--- src/rtl/hub75_scan_if.sv ---
// Frame buffer read port between hub75_scan and the pixel RAM.
// The RAM returns rd_data one cycle after it sees rd_addr.
interface hub75_scan_if #(
  parameter int unsigned AW = 10
);
  logic [AW-1:0] rd_addr;
  logic [23:0]   rd_data;

  modport master (output rd_addr, input rd_data);
  modport slave  (input rd_addr, output rd_data);
endinterface

--- src/rtl/hub75_scan.sv ---
// HUB75 dual-scan panel driver: shifts one bit plane of a row pair while the
// previously latched plane is displayed with a binary-weighted OE on-time.
module hub75_scan #(
  parameter int unsigned COLS      = 64,
  parameter int unsigned ROW_ADDRS = 8,
  parameter int unsigned BITS      = 8,
  parameter int unsigned OE_BASE   = 8
) (
  input  logic                         clk,
  input  logic                         reset,
  input  logic                         enable,
  hub75_scan_if.master                 fb,
  output logic                         hub75_clk,
  output logic                         hub75_lat,
  output logic                         hub75_oe_,
  output logic [$clog2(ROW_ADDRS)-1:0] hub75_row,
  output logic                         hub75_r0,
  output logic                         hub75_g0,
  output logic                         hub75_b0,
  output logic                         hub75_r1,
  output logic                         hub75_g1,
  output logic                         hub75_b1,
  output logic                         frame_start
);
  localparam int unsigned CW = $clog2(COLS);
  localparam int unsigned RW = $clog2(ROW_ADDRS);
  localparam int unsigned BW = (BITS > 1) ? $clog2(BITS) : 1;
  localparam int unsigned AW = $clog2(2 * ROW_ADDRS * COLS);
  localparam int unsigned TW = $clog2((OE_BASE << (BITS - 1)) + 1);

  typedef enum logic [1:0] {
    S_IDLE,
    S_BLANK,
    S_LATCH,
    S_DISPLAY
  } state_t;

  state_t state, state_next;

  logic [1:0]    phase;
  logic [CW-1:0] col;
  logic [RW-1:0] sh_row;
  logic [BW-1:0] sh_bit;
  logic          sh_done;
  logic [23:0]   top_q;
  logic [5:0]    pix_q;
  logic [TW-1:0] timer;
  logic [TW-1:0] timer_next;
  logic [RW-1:0] row_q;

  logic          advance;
  logic          done_next;
  logic [4:0]    idx_r, idx_g, idx_b;
  logic [5:0]    pix_new;
  logic [5:0]    pix_out;
  logic [AW-1:0] row_base;

  // A started plane always runs to completion; only a fresh plane waits for enable.
  always_comb begin
    advance   = !sh_done && (enable || phase != 2'd0 || col != '0);
    done_next = sh_done || (advance && phase == 2'd3 && col == CW'(COLS - 1));

    idx_r = 5'(sh_bit);
    idx_g = idx_r + 5'd8;
    idx_b = idx_r + 5'd16;
    pix_new = {fb.rd_data[idx_b], fb.rd_data[idx_g], fb.rd_data[idx_r],
               top_q[idx_b], top_q[idx_g], top_q[idx_r]};

    row_base   = AW'(sh_row) + (phase[0] ? AW'(ROW_ADDRS) : '0);
    fb.rd_addr = row_base * AW'(COLS) + AW'(col);
  end

  // BLANK is entered in the cycle where both the shift and the display have finished.
  always_comb begin
    timer_next = timer;
    if (state == S_DISPLAY && timer != '0) timer_next = timer - TW'(1);

    state_next = state;
    case (state)
      S_IDLE, S_DISPLAY:
        if (enable && done_next && timer_next == '0) state_next = S_BLANK;
      S_BLANK: state_next = S_LATCH;
      S_LATCH: state_next = S_DISPLAY;
      default: state_next = S_IDLE;
    endcase
  end

  always_ff @(posedge clk) begin
    if (reset) state <= S_IDLE;
    else       state <= state_next;
  end

  always_ff @(posedge clk) begin
    if (reset) begin
      timer <= '0;
      row_q <= '0;
    end else begin
      timer <= (state == S_LATCH) ? (TW'(OE_BASE) << sh_bit) : timer_next;
      if (state == S_BLANK) row_q <= sh_row;
    end
  end

  always_ff @(posedge clk) begin
    if (reset) begin
      phase   <= 2'd0;
      col     <= '0;
      sh_row  <= '0;
      sh_bit  <= '0;
      sh_done <= 1'b0;
      top_q   <= '0;
      pix_q   <= '0;
    end else if (state == S_LATCH) begin
      phase   <= 2'd0;
      col     <= '0;
      sh_done <= 1'b0;
      if (sh_bit == BW'(BITS - 1)) begin
        sh_bit <= '0;
        sh_row <= (sh_row == RW'(ROW_ADDRS - 1)) ? '0 : sh_row + RW'(1);
      end else begin
        sh_bit <= sh_bit + BW'(1);
      end
    end else if (advance) begin
      phase <= phase + 2'd1;
      if (phase == 2'd1) top_q <= fb.rd_data;
      if (phase == 2'd2) pix_q <= pix_new;
      if (phase == 2'd3) begin
        if (col == CW'(COLS - 1)) begin
          col     <= '0;
          sh_done <= 1'b1;
        end else begin
          col <= col + CW'(1);
        end
      end
    end
  end

  // Bottom pixel arrives during phase 2, so colour pins bypass the hold register
  // then to be stable a full cycle before the shift clock rises.
  assign pix_out     = (phase == 2'd2) ? pix_new : pix_q;
  assign hub75_r0    = pix_out[0];
  assign hub75_g0    = pix_out[1];
  assign hub75_b0    = pix_out[2];
  assign hub75_r1    = pix_out[3];
  assign hub75_g1    = pix_out[4];
  assign hub75_b1    = pix_out[5];

  assign hub75_clk   = (phase == 2'd3);
  assign hub75_lat   = (state == S_LATCH);
  assign hub75_oe_   = !(state == S_DISPLAY && timer != '0);
  assign hub75_row   = row_q;
  assign frame_start = (state == S_LATCH) && sh_row == '0 && sh_bit == '0;
endmodule

--- src/flat_wrapper.sv ---
// flat-port wrapper written by rule: the top's interface ports become plain ports
module hub75_scan_flat 
#(
  parameter int unsigned COLS      = 64,
  parameter int unsigned ROW_ADDRS = 8,
  parameter int unsigned BITS      = 8,
  parameter int unsigned OE_BASE   = 8
)
  (clk, reset, enable, hub75_clk, hub75_lat, hub75_oe_, hub75_row, hub75_r0, hub75_g0, hub75_b0, hub75_r1, hub75_g1, hub75_b1, frame_start, fb_rd_addr, fb_rd_data);
  hub75_scan_if fb_i ();
  input  logic clk;
  input  logic reset;
  input  logic enable;
  output logic hub75_clk;
  output logic hub75_lat;
  output logic hub75_oe_;
  output logic [$clog2(ROW_ADDRS)-1:0] hub75_row;
  output logic hub75_r0;
  output logic hub75_g0;
  output logic hub75_b0;
  output logic hub75_r1;
  output logic hub75_g1;
  output logic hub75_b1;
  output logic frame_start;
  output wire logic [$bits(fb_i.rd_addr)-1:0] fb_rd_addr;
  input wire logic [$bits(fb_i.rd_data)-1:0] fb_rd_data;
  assign fb_rd_addr = fb_i.rd_addr;
  assign fb_i.rd_data = fb_rd_data;
  hub75_scan #(.COLS(COLS), .ROW_ADDRS(ROW_ADDRS), .BITS(BITS), .OE_BASE(OE_BASE)) u_core (.clk(clk), .reset(reset), .enable(enable), .fb(fb_i), .hub75_clk(hub75_clk), .hub75_lat(hub75_lat), .hub75_oe_(hub75_oe_), .hub75_row(hub75_row), .hub75_r0(hub75_r0), .hub75_g0(hub75_g0), .hub75_b0(hub75_b0), .hub75_r1(hub75_r1), .hub75_g1(hub75_g1), .hub75_b1(hub75_b1), .frame_start(frame_start));
endmodule
--- config.mk ---
export PLATFORM = sky130hd
export DESIGN_NAME = hub75_scan_flat
export DESIGN_NICKNAME = d
export VERILOG_FILES = /design/src/rtl/hub75_scan_if.sv /design/src/rtl/hub75_scan.sv /design/src/flat_wrapper.sv
export SDC_FILE = /design/constraint.sdc
export NUM_CORES = 1
export LEC_CHECK = 0
export ABC_AREA = 0
export CORE_MARGIN = 2
export CORE_UTILIZATION = 53
export CTS_BUF_LIST = sky130_fd_sc_hd__clkbuf_4
export CTS_CLUSTER_SIZE = 10
export DETAILED_ROUTE_END_ITERATION = 7
export PLACE_DENSITY = 0.88
export SYNTH_ARGS = -nofsm -noshare
export SYNTH_HDL_FRONTEND = slang
export SYNTH_SLANG_ARGS = --single-unit
--- constraint.sdc ---
create_clock -name clk -period 2.87 [get_ports clk]
set_input_delay 0.574 -clock clk [delete_from_list [all_inputs] [get_ports clk]]
set_output_delay 0.574 -clock clk [all_outputs]
set_load 0.005 [all_outputs]
[Word level (Yosys, flattened, before mapping)]
Cells that the tools add are included.
Cells by class
  add/sub/neg operators: 9
  $lt $le $gt $ge: 3
  equal/unequal tests: 10
  shifts and indexed selects: 1
  muxes and demuxes: 21
  bitwise logic cells: 1
  reductions and logical operators: 27
Operators by type and width (number)
  11-bit two-way mux: 2
  1-bit binary-select mux with 5-bit select: 4
  5-bit by 6-bit < comparator with 1-bit output, second input constant: 2
  6-bit two-way mux: 2
  11-bit logical NOT: 1
  11-bit nonzero test: 1
  4-bit by 3-bit << shifter with 11-bit output, first input constant: 1
  11-bit by 1-bit subtractor with 11-bit output, second input constant: 1
  10-bit by 6-bit adder with 10-bit output: 1
  2-bit == test, second input constant: 4
  1-bit logical AND: 8
  3-bit by 1-bit adder with 3-bit output, second input constant: 2
  6-bit by 1-bit adder with 6-bit output, second input constant: 1
  1-bit binary-select mux with 3-bit select: 2
  3-bit == test, second input constant: 2
  6-bit == test, second input constant: 1
  3-bit logical NOT: 2
  3-bit by 6-bit < comparator with 1-bit output, second input constant: 1
  1-bit two-way mux: 6
  3-bit two-way mux: 2
  2-bit one-hot mux with 3 select lines: 1
  2-bit AND reduction: 3
  3-bit AND reduction: 2
  6-bit nonzero test: 1
  14 further kinds: 19
Word-level totals
  register bits: 61
  input port bits: 27
  output and inout bits: 23
  logic and storage cells: 82

[Logic depth before layout (Yosys ltp)]
Gate-level depths: netlist (run 1).
  depth after elaboration: 11
  mapped depth: 10
  mapped depth without buffers: 8

[Least setup slack after synthesis (run 1)]
Ideal clock, no wire load.
  kind: flip-flop to flip-flop
  from: register u_core.state[1]
  to: register u_core.state[0]
  library setup time: 0.123 ns
  data arrival time: 2.178 ns
  required time: 2.747 ns
  setup slack: 0.569 ns
  cell stages (with the launch flop): 8
  path buffers: 0
  period minus slack after synthesis: 2.301 ns
  cells stage by stage: dfxtp_1 ha_1 or4b_4 nor3_1 mux2i_1 nand3_1 o31ai_2 mux2_1
On the way
  word-level cells in the longest chain between the ends: 6
  elaborated cells between the ends (all ways): 11
  those cells by class: 4 x eq/ne; 2 x mux; 5 x reduce/logical
RTL lines
  start, declared: line hub75_scan.sv:38  | state_t state, state_next;
  start signal, assigned: line hub75_scan.sv:90  | else state <= state_next;
  2-bit == test: line hub75_scan.sv:76, hub75_scan.sv:79
  1-bit logical AND: line hub75_scan.sv:76  | if (state == S_DISPLAY && timer != '0) timer_next = timer - TW'(1);
  11-bit two-way mux: line hub75_scan.sv:76
  11-bit logical NOT: line hub75_scan.sv:81  | if (enable && done_next && timer_next == '0) state_next = S_BLANK;
  1-bit logical AND: line hub75_scan.sv:81
  2-bit by 1-bit != test with 1-bit output (no source line)
Several ways; a longest one is shown, not always the timed one.
A chain may end at the register's enable or synchronous reset.

[Final worst setup path (run 1)]
  from: input fb_rd_data[22]
  to: output hub75_b1
On the way
  word-level cells in the longest chain between the ends: 3
RTL lines
  start, declared: line flat_wrapper.sv:26  | input wire logic [$bits(fb_i.rd_data)-1:0] fb_rd_data;
  1-bit binary-select mux with 5-bit select: line hub75_scan.sv:66  | pix_new = {fb.rd_data[idx_b], fb.rd_data[idx_g], fb.rd_data[idx_r],
  1-bit two-way mux (not written as such): line hub75_scan.sv:66
  6-bit two-way mux: line hub75_scan.sv:139  | assign pix_out = (phase == 2'd2) ? pix_new : pix_q;
  end, declared: line flat_wrapper.sv:23  | output logic hub75_b1;
Every way passes these cells. The select of a mux whose other input is x is not followed.

==> results.py, run 1 <==
metrics = {
    "placement": {
        "dp_hpwl_um": 5220,
        "io_buffers": 49,
        "dpl_cell_area_sq_um": 3770,
        "gp_congestion": 0.798,
        "dp_cells": 488,
    },
    "cells_and_area": {
        "area_growth_pct": 22.5,
        "fin_area_sq_um": 3940,
        "drive_gt1_share_pct": 10.3,
        "nFillCells": 476,
        "layout.cells.non_filler": 504,
        "nNetsFinal": 470,
        "multi_input_area_sq_um": 1850,
        "diodes": 0,
        "regArea_sq_um": 1220,
        "fin_util_pct": 66.9,
    },
    "sta": {
        "hold_violations": 0,
        "max_slew_margin_pct": 56.2,
        "finalSetupViolations": 0,
        "clock_skew_ps": 18.5,
        "period_share_pct": 97.0,
        "max_freq_ghz": 0.359,
        "worst_pin_slew_ps": 655,
        "slew_viol_final": 0,
        "post-route-min-period_ps": 2780,
        "hold_ws_ps": 456,
    },
    "clock_tree": {
        "tritoncts": "yes",
        "cts_root_buf": "clkbuf_4",
        "cts_resized": 0,
        "cts.reportedPaths.clkPinSlew_ps": 80,
        "clock-sinks": 61,
        "post_cts_buffers": 0,
        "clkLatencyLatePin_ps": 410,
        "htree_levels": 3,
        "cts.path.max_buffers": 2,
        "cts_buffers": 9,
        "ctsHoldBuffers": 0,
    },
    "floorplan": {
        "core_sq_um": 5890,
        "die_w_um": 81.9,
        "start_util_pct": 54.6,
        "die-area_sq_um": 6700,
        "fp.dieH_um": 81.9,
        "design.portCount": 50,
        "num_rows": 28,
    },
    "critical_path": {
        "cp_max_fo": 2,
        "r2r-start": "u_core.state[1]",
        "cp.arrival_ps": 2210,
        "cp_cell_sequence": "clkdlybuf4s50_1, mux4_2, nand2_1, a31oi_1, clkdlybuf4s50_1",
        "slowest_stage": "clkdlybuf4s50_1",
        "slowest_delay_ps": 570,
        "reg2reg_depth": 7,
        "cp-startpoint": "fb_rd_data[22]",
        "r2r-end": "u_core.state[0]",
        "reg2reg_slack_ps": 280,
        "cp.required_ps": 2300,
        "crit_end": "hub75_b1",
        "cp-start-kind": "input pin",
        "critPathKind": "input pin to primary output",
        "cp_common_cell": "clkdlybuf4s50_1",
        "crit_path_end_kind": "primary output",
    },
    "outcome": {
        "outcome": "complete, no violations",
    },
    "power": {
        "leakage_nw": 1.46,
        "power_frac_comb_pct": 43.9,
        "clock_power_share_pct": 20.4,
        "switching_share_pct": 37.9,
        "power.internal_mw": 2.02,
        "power.density_nw_per_um2": 827,
        "power_frac_seq_pct": 35.7,
        "vdd_ir_drop_max_v": 0.000382,
        "p_sw_mw": 1.23,
    },
    "logic_synthesis": {
        "synth.distinct_cells": 43,
        "ys_ff_latch": 61,
        "yosysTopAreaCellShare_pct": 38.0,
        "synthArstFlopShare_pct": 0,
        "ys_seq_area_share_pct": 38.0,
        "syn_nets": 425,
        "synth_edf_count": 0,
        "yosysTopAreaCell": "dfxtp_1",
        "synthTopCellsByCount": "nand2_1, dfxtp_1, nor2_1",
        "synthTopCellsByArea": "dfxtp_1, nand2_1, mux4_2, ha_1, a21oi_1",
        "synth_flop_cell": "dfxtp_1",
        "avgSynthCellArea_sq_um": 8.48,
        "netlist_instances": 379,
        "synth_area_sq_um": 3210,
        "synth.most_common_cell": "nand2_1",
        "yosysWarningCount": 0,
    },
    "global_route": {
        "grt_max_degree": 36,
        "grt_first_pass_wirelength_um": 12200,
        "track_usage_pct": 23.6,
        "grt-ovfl-total": 0,
        "antenna_found_initial": 0,
        "grt_pass1_vias": 2687,
    },
    "routing": {
        "drc": 0,
        "avgViaCountPerCell": 5.55,
        "via_count": 2799,
        "first_pass_iters": 4,
        "post_drt_wl_per_cell_um": 14.4,
        "ant_nets": 0,
        "drt_iter0_drc": 199,
        "wl_um": 7270,
    },
    "min_path": {
        "hold_depth": 2,
        "min-delay-path-class": "register to register",
    },
    "run": {
        "cap_violations": 0,
    },
}
[worst min-delay path by stage]
| stage | startpoint | end |
|---|---|---|
| 6_report | u_core.top_q[0] | u_core.top_q[0] |
| 5_1_grt | u_core.top_q[11] | u_core.top_q[11] |
| 4_1_cts | u_core.top_q[0] | u_core.top_q[0] |
| 3_5_place_dp | u_core.top_q[0] | u_core.top_q[0] |
| 3_3_place_gp | u_core.top_q[15] | u_core.top_q[15] |
| 2_1_floorplan | u_core.top_q[10] | u_core.top_q[10] |
[worst max-delay path, delay by kind of cell]
family / cells / cell delay [ps]
buf+inv: 2 / 1050
compound gates: 1 / 290
simple gates: 1 / 60
mux: 1 / 240
[power by group through the flow]
stage	registers [mW]	logic (mW)	clock network, mW
after global routing	1.19	1.58	0.711
final	1.16	1.43	0.663
after detailed placement	1.18	1.40	0
after CTS	1.16	1.41	0.670
after global placement	1.16	1.35	0
after floorplan	1.11	1.03	0
[registers in the layout, summed over array words and instances (netlist names)]
register,cells
u_core.sh_row,3
u_core.hub75_row,3
u_core.state,2
u_core.sh_bit,3
u_core.sh_done,1
u_core.timer,11
u_core.phase,2
u_core.top_q,24
u_core.col,6
u_core.pix_q,6
[kinds of logic after synthesis]
logic type               after synthesis  synth area share, %
flip-flops                            61                 38.0
adder cells (fa/ha/maj)               19                 7.40
buffers and inverters                 37                 4.79
AO/OA/AOI/OAI                         66                 12.7
AND/OR/NAND/NOR                      163                 22.5
XOR/XNOR                               8                 2.18
multiplexers                          25                 12.5
[routing by layer]
| layer | GRT usage (%) | share of wire (%) | up-vias |
|---|---|---|---|
| met4 | 9.50 | 1.4 | 0 |
| met1 | 28.6 | 41 | 1309 |
| met2 | 40.0 | 52 | 83 |
| met3 | 6.04 | 5.1 | 12 |
| li1 | - | - | 1395 |
| met5 | 0 | 0 | - |
[cell usage in the layout, fill, tap and decap left out, drive strengths merged, types with 3 or more instances in the layout]
| cell type | synthesis | final |
|---|---|---|
| clkbuf | 16 | 10 |
| o31ai | 4 | 4 |
| a31oi | 8 | 8 |
| clkinv | 2 | 6 |
| a211oi | 3 | 3 |
| nor3 | 10 | 10 |
| mux2i | 12 | 12 |
| mux4 | 12 | 12 |
| dfxtp | 61 | 61 |
| a21oi | 41 | 41 |
| ha | 19 | 19 |
| nor2 | 48 | 48 |
| nand3 | 6 | 6 |
| xnor2 | 6 | 6 |
| nand3b | 4 | 4 |
| inv | 12 | 12 |
| nand4 | 3 | 3 |
| clkdlybuf4s50 | 0 | 49 |
| nand2 | 77 | 77 |
| nor4 | 4 | 4 |
| buf | 7 | 8 |
[metrics by stage]
stage                     total power, mW  worst slack [ps]  TNS [ps]
after floorplan                      2.14               569         0
after detailed placement             2.58              90.8         0
after global placement               2.51              83.4         0
after global routing                 3.48             -3.82     -3.82
final                                3.26              85.7         0
after CTS                            3.24              44.2         0
[cell type report]
type	count	area share, %
Clock buffer	10	1.91
Clock inverter	6	1.97
Inverter	14	1.34
Multi-Input combinational cell	281	47.0
Sequential cell	61	31.0
Tap cell	75	2.38
Timing Repair Buffer	57	14.4
(Power assumes the default switching activity.)
==> inputs of run 2 (changes only) <==
--- a/config.mk
+++ b/config.mk
@@ -6,12 +6,15 @@
 export NUM_CORES = 1
 export LEC_CHECK = 0
 export ABC_AREA = 0
+export CELL_PAD_IN_SITES_DETAIL_PLACEMENT = 1
+export CELL_PAD_IN_SITES_GLOBAL_PLACEMENT = 1
 export CORE_MARGIN = 2
-export CORE_UTILIZATION = 53
+export CORE_UTILIZATION = 42
 export CTS_BUF_LIST = sky130_fd_sc_hd__clkbuf_4
 export CTS_CLUSTER_SIZE = 10
 export DETAILED_ROUTE_END_ITERATION = 7
-export PLACE_DENSITY = 0.88
+export PLACE_DENSITY = 0.84
+export SKIP_CTS_REPAIR_TIMING = 1
 export SYNTH_ARGS = -nofsm -noshare
 export SYNTH_HDL_FRONTEND = slang
 export SYNTH_SLANG_ARGS = --single-unit
==> results.py, run 2 (synthesis results as in run 1) <==
metrics = {
    "sta": {
        "rsz0062_at_grt": "false",
        "max_slew_margin_pct": 40.4,
        "period_share_pct": 96.8,
        "finalSetupViolations": 0,
        "clock_skew_ps": 11.7,
        "max_freq_ghz": 0.360,
        "worst_pin_slew_ps": 894,
        "post-route-min-period_ps": 2780,
        "slew_viol_final": 0,
        "hold_violations": 0,
    },
    "power": {
        "power.density_nw_per_um2": 818,
        "vdd_ir_drop_max_v": 0.000271,
        "leakage_nw": 1.47,
    },
    "outcome": {
        "outcome": "complete, no violations",
    },
    "routing": {
        "via_count": 2873,
        "drt_iter0_drc": 70,
        "drc": 0,
        "avgViaCountPerCell": 5.42,
        "wl_um": 8580,
        "post_drt_wl_per_cell_um": 16.2,
        "ant_nets": 0,
        "first_pass_iters": 4,
    },
    "critical_path": {
        "cp-start-kind": "input pin",
        "cp.required_ps": 2300,
        "cp_max_fo": 2,
        "crit_path_end_kind": "primary output",
        "critPathKind": "input pin to primary output",
        "cp.arrival_ps": 2200,
    },
    "clock_tree": {
        "htree_levels": 3,
        "cts.reportedPaths.clkPinSlew_ps": 100,
        "cts_buffers": 9,
        "cts_root_buf": "clkbuf_4",
        "clkLatencyLatePin_ps": 410,
        "tritoncts": "yes",
        "clock-sinks": 61,
        "cts.path.max_buffers": 2,
    },
    "cells_and_area": {
        "diodes": 0,
        "largest_register_ffs": 24,
        "layout_commonest_cell": "nand2_1",
        "fin_util_pct": 54.5,
        "layout.cells.non_filler": 530,
        "nNetsFinal": 472,
        "area_growth_pct": 24.3,
        "top_register": "u_core.top_q",
        "final_cell_mix": "nand2_1, dfxtp_1, clkdlybuf4s50_1",
        "nFillCells": 876,
        "drive_gt1_share_pct": 12.1,
        "largestRegisters": "u_core.top_q (24), u_core.timer (11)",
    },
    "placement": {
        "gp_congestion": 0.792,
        "dp_hpwl_um": 6480,
        "dp_cells": 514,
        "io_buffers": 49,
    },
    "global_route": {
        "grt-ovfl-total": 0,
        "top_usage_layer": "met2",
        "grt_util_met2_pct": 39.0,
        "grt_first_pass_wirelength_um": 14200,
        "grt_pass1_vias": 3064,
        "grt_max_degree": 32,
        "track_usage_pct": 21.6,
        "antenna_found_initial": 0,
        "use_met1_pct": 23.9,
        "use_met3_pct": 4.48,
    },
    "min_path": {
        "min-delay-path-class": "register to register",
    },
    "floorplan": {
        "die_w_um": 91.5,
        "num_rows": 31,
        "die-area_sq_um": 8370,
        "design.portCount": 50,
        "fp.dieH_um": 91.5,
        "core_sq_um": 7330,
        "start_util_pct": 43.8,
    },
    "run": {
        "cap_violations": 0,
    },
}
-- run 2: changes by cell type in the layout (fill, tap and decap cells not counted), sizes merged --
cell	before	now
clkbuf	10	11
clkinv	6	5
clkinvlp	0	1
bufinv	2	1
buf	8	10
-- run 2: path summary, 6_finish.rpt --
kind                      end              from  slack [ps]  cells after the start
min reg2reg  u_core.top_q[23]  u_core.top_q[23]         460                      2
max reg2reg   u_core.state[0]   u_core.state[1]         260                      7
min          u_core.top_q[23]  u_core.top_q[23]         460                      2
max                  hub75_g1    fb_rd_data[11]          90                      5
-- run 2: metrics by stage --
step                total power, mW  setup WS (ps)  instance area, sq um  setup TNS (ps)  hold slack (ps)
floorplan                      2.14            569                  3210               0              433
global placement               2.54           66.9                  3800               0              441
detailed placement             2.62           27.4                  3800               0              449
CTS                            3.23           -130                  3940            -674              465
global route                   3.50           8.21                  4000               0              474
finish                         3.27           91.8                  4000               0              463
-- run 2: layout make-up --
cell class | instances | area [sq um] | area share [%]
inverters | 14 | 52.6 | 1.32
clock inverters | 5 | 51.3 | 1.28
repair buffers | 59 | 578 | 14.5
flip-flops and latches | 61 | 1220 | 30.7
clock buffers | 11 | 82.6 | 2.07
multi-input cells | 281 | 1880 | 47.1
well taps | 99 | 124 | 3.10
-- run 2: critical path, cell delays in order --
cell	delay [ps]
clkdlybuf4s50_1	440
mux4_2	490
nand2_1	100
a31oi_1	130
clkdlybuf4s50_1	470
-- run 2: layer usage --
metal  vias up  share of wire, %
met2        54                53
li1       1402                 -
met1      1399                42
met5         -                 0
met4         0               2.2
met3        18               3.1
-- run 2: report_power, final --
part	total (mW)	internal (mW)	switching, mW	leakage (nW)
sequential	1.18	1.00	0.176	0.496
combinational	1.49	0.679	0.812	0.900
clock	0.598	0.280	0.318	0.0743
total	3.27	1.96	1.31	1.47
==> inputs of run 3 (changes only) <==
--- a/config.mk
+++ b/config.mk
@@ -6,6 +6,7 @@
 export NUM_CORES = 1
 export LEC_CHECK = 0
 export ABC_AREA = 0
+export ABC_CLOCK_PERIOD_IN_PS = 2870
 export CELL_PAD_IN_SITES_DETAIL_PLACEMENT = 1
 export CELL_PAD_IN_SITES_GLOBAL_PLACEMENT = 1
 export CORE_MARGIN = 2
==> results of run 3 <==
The final DEF is identical to that of run 2; final timing and power are the same.
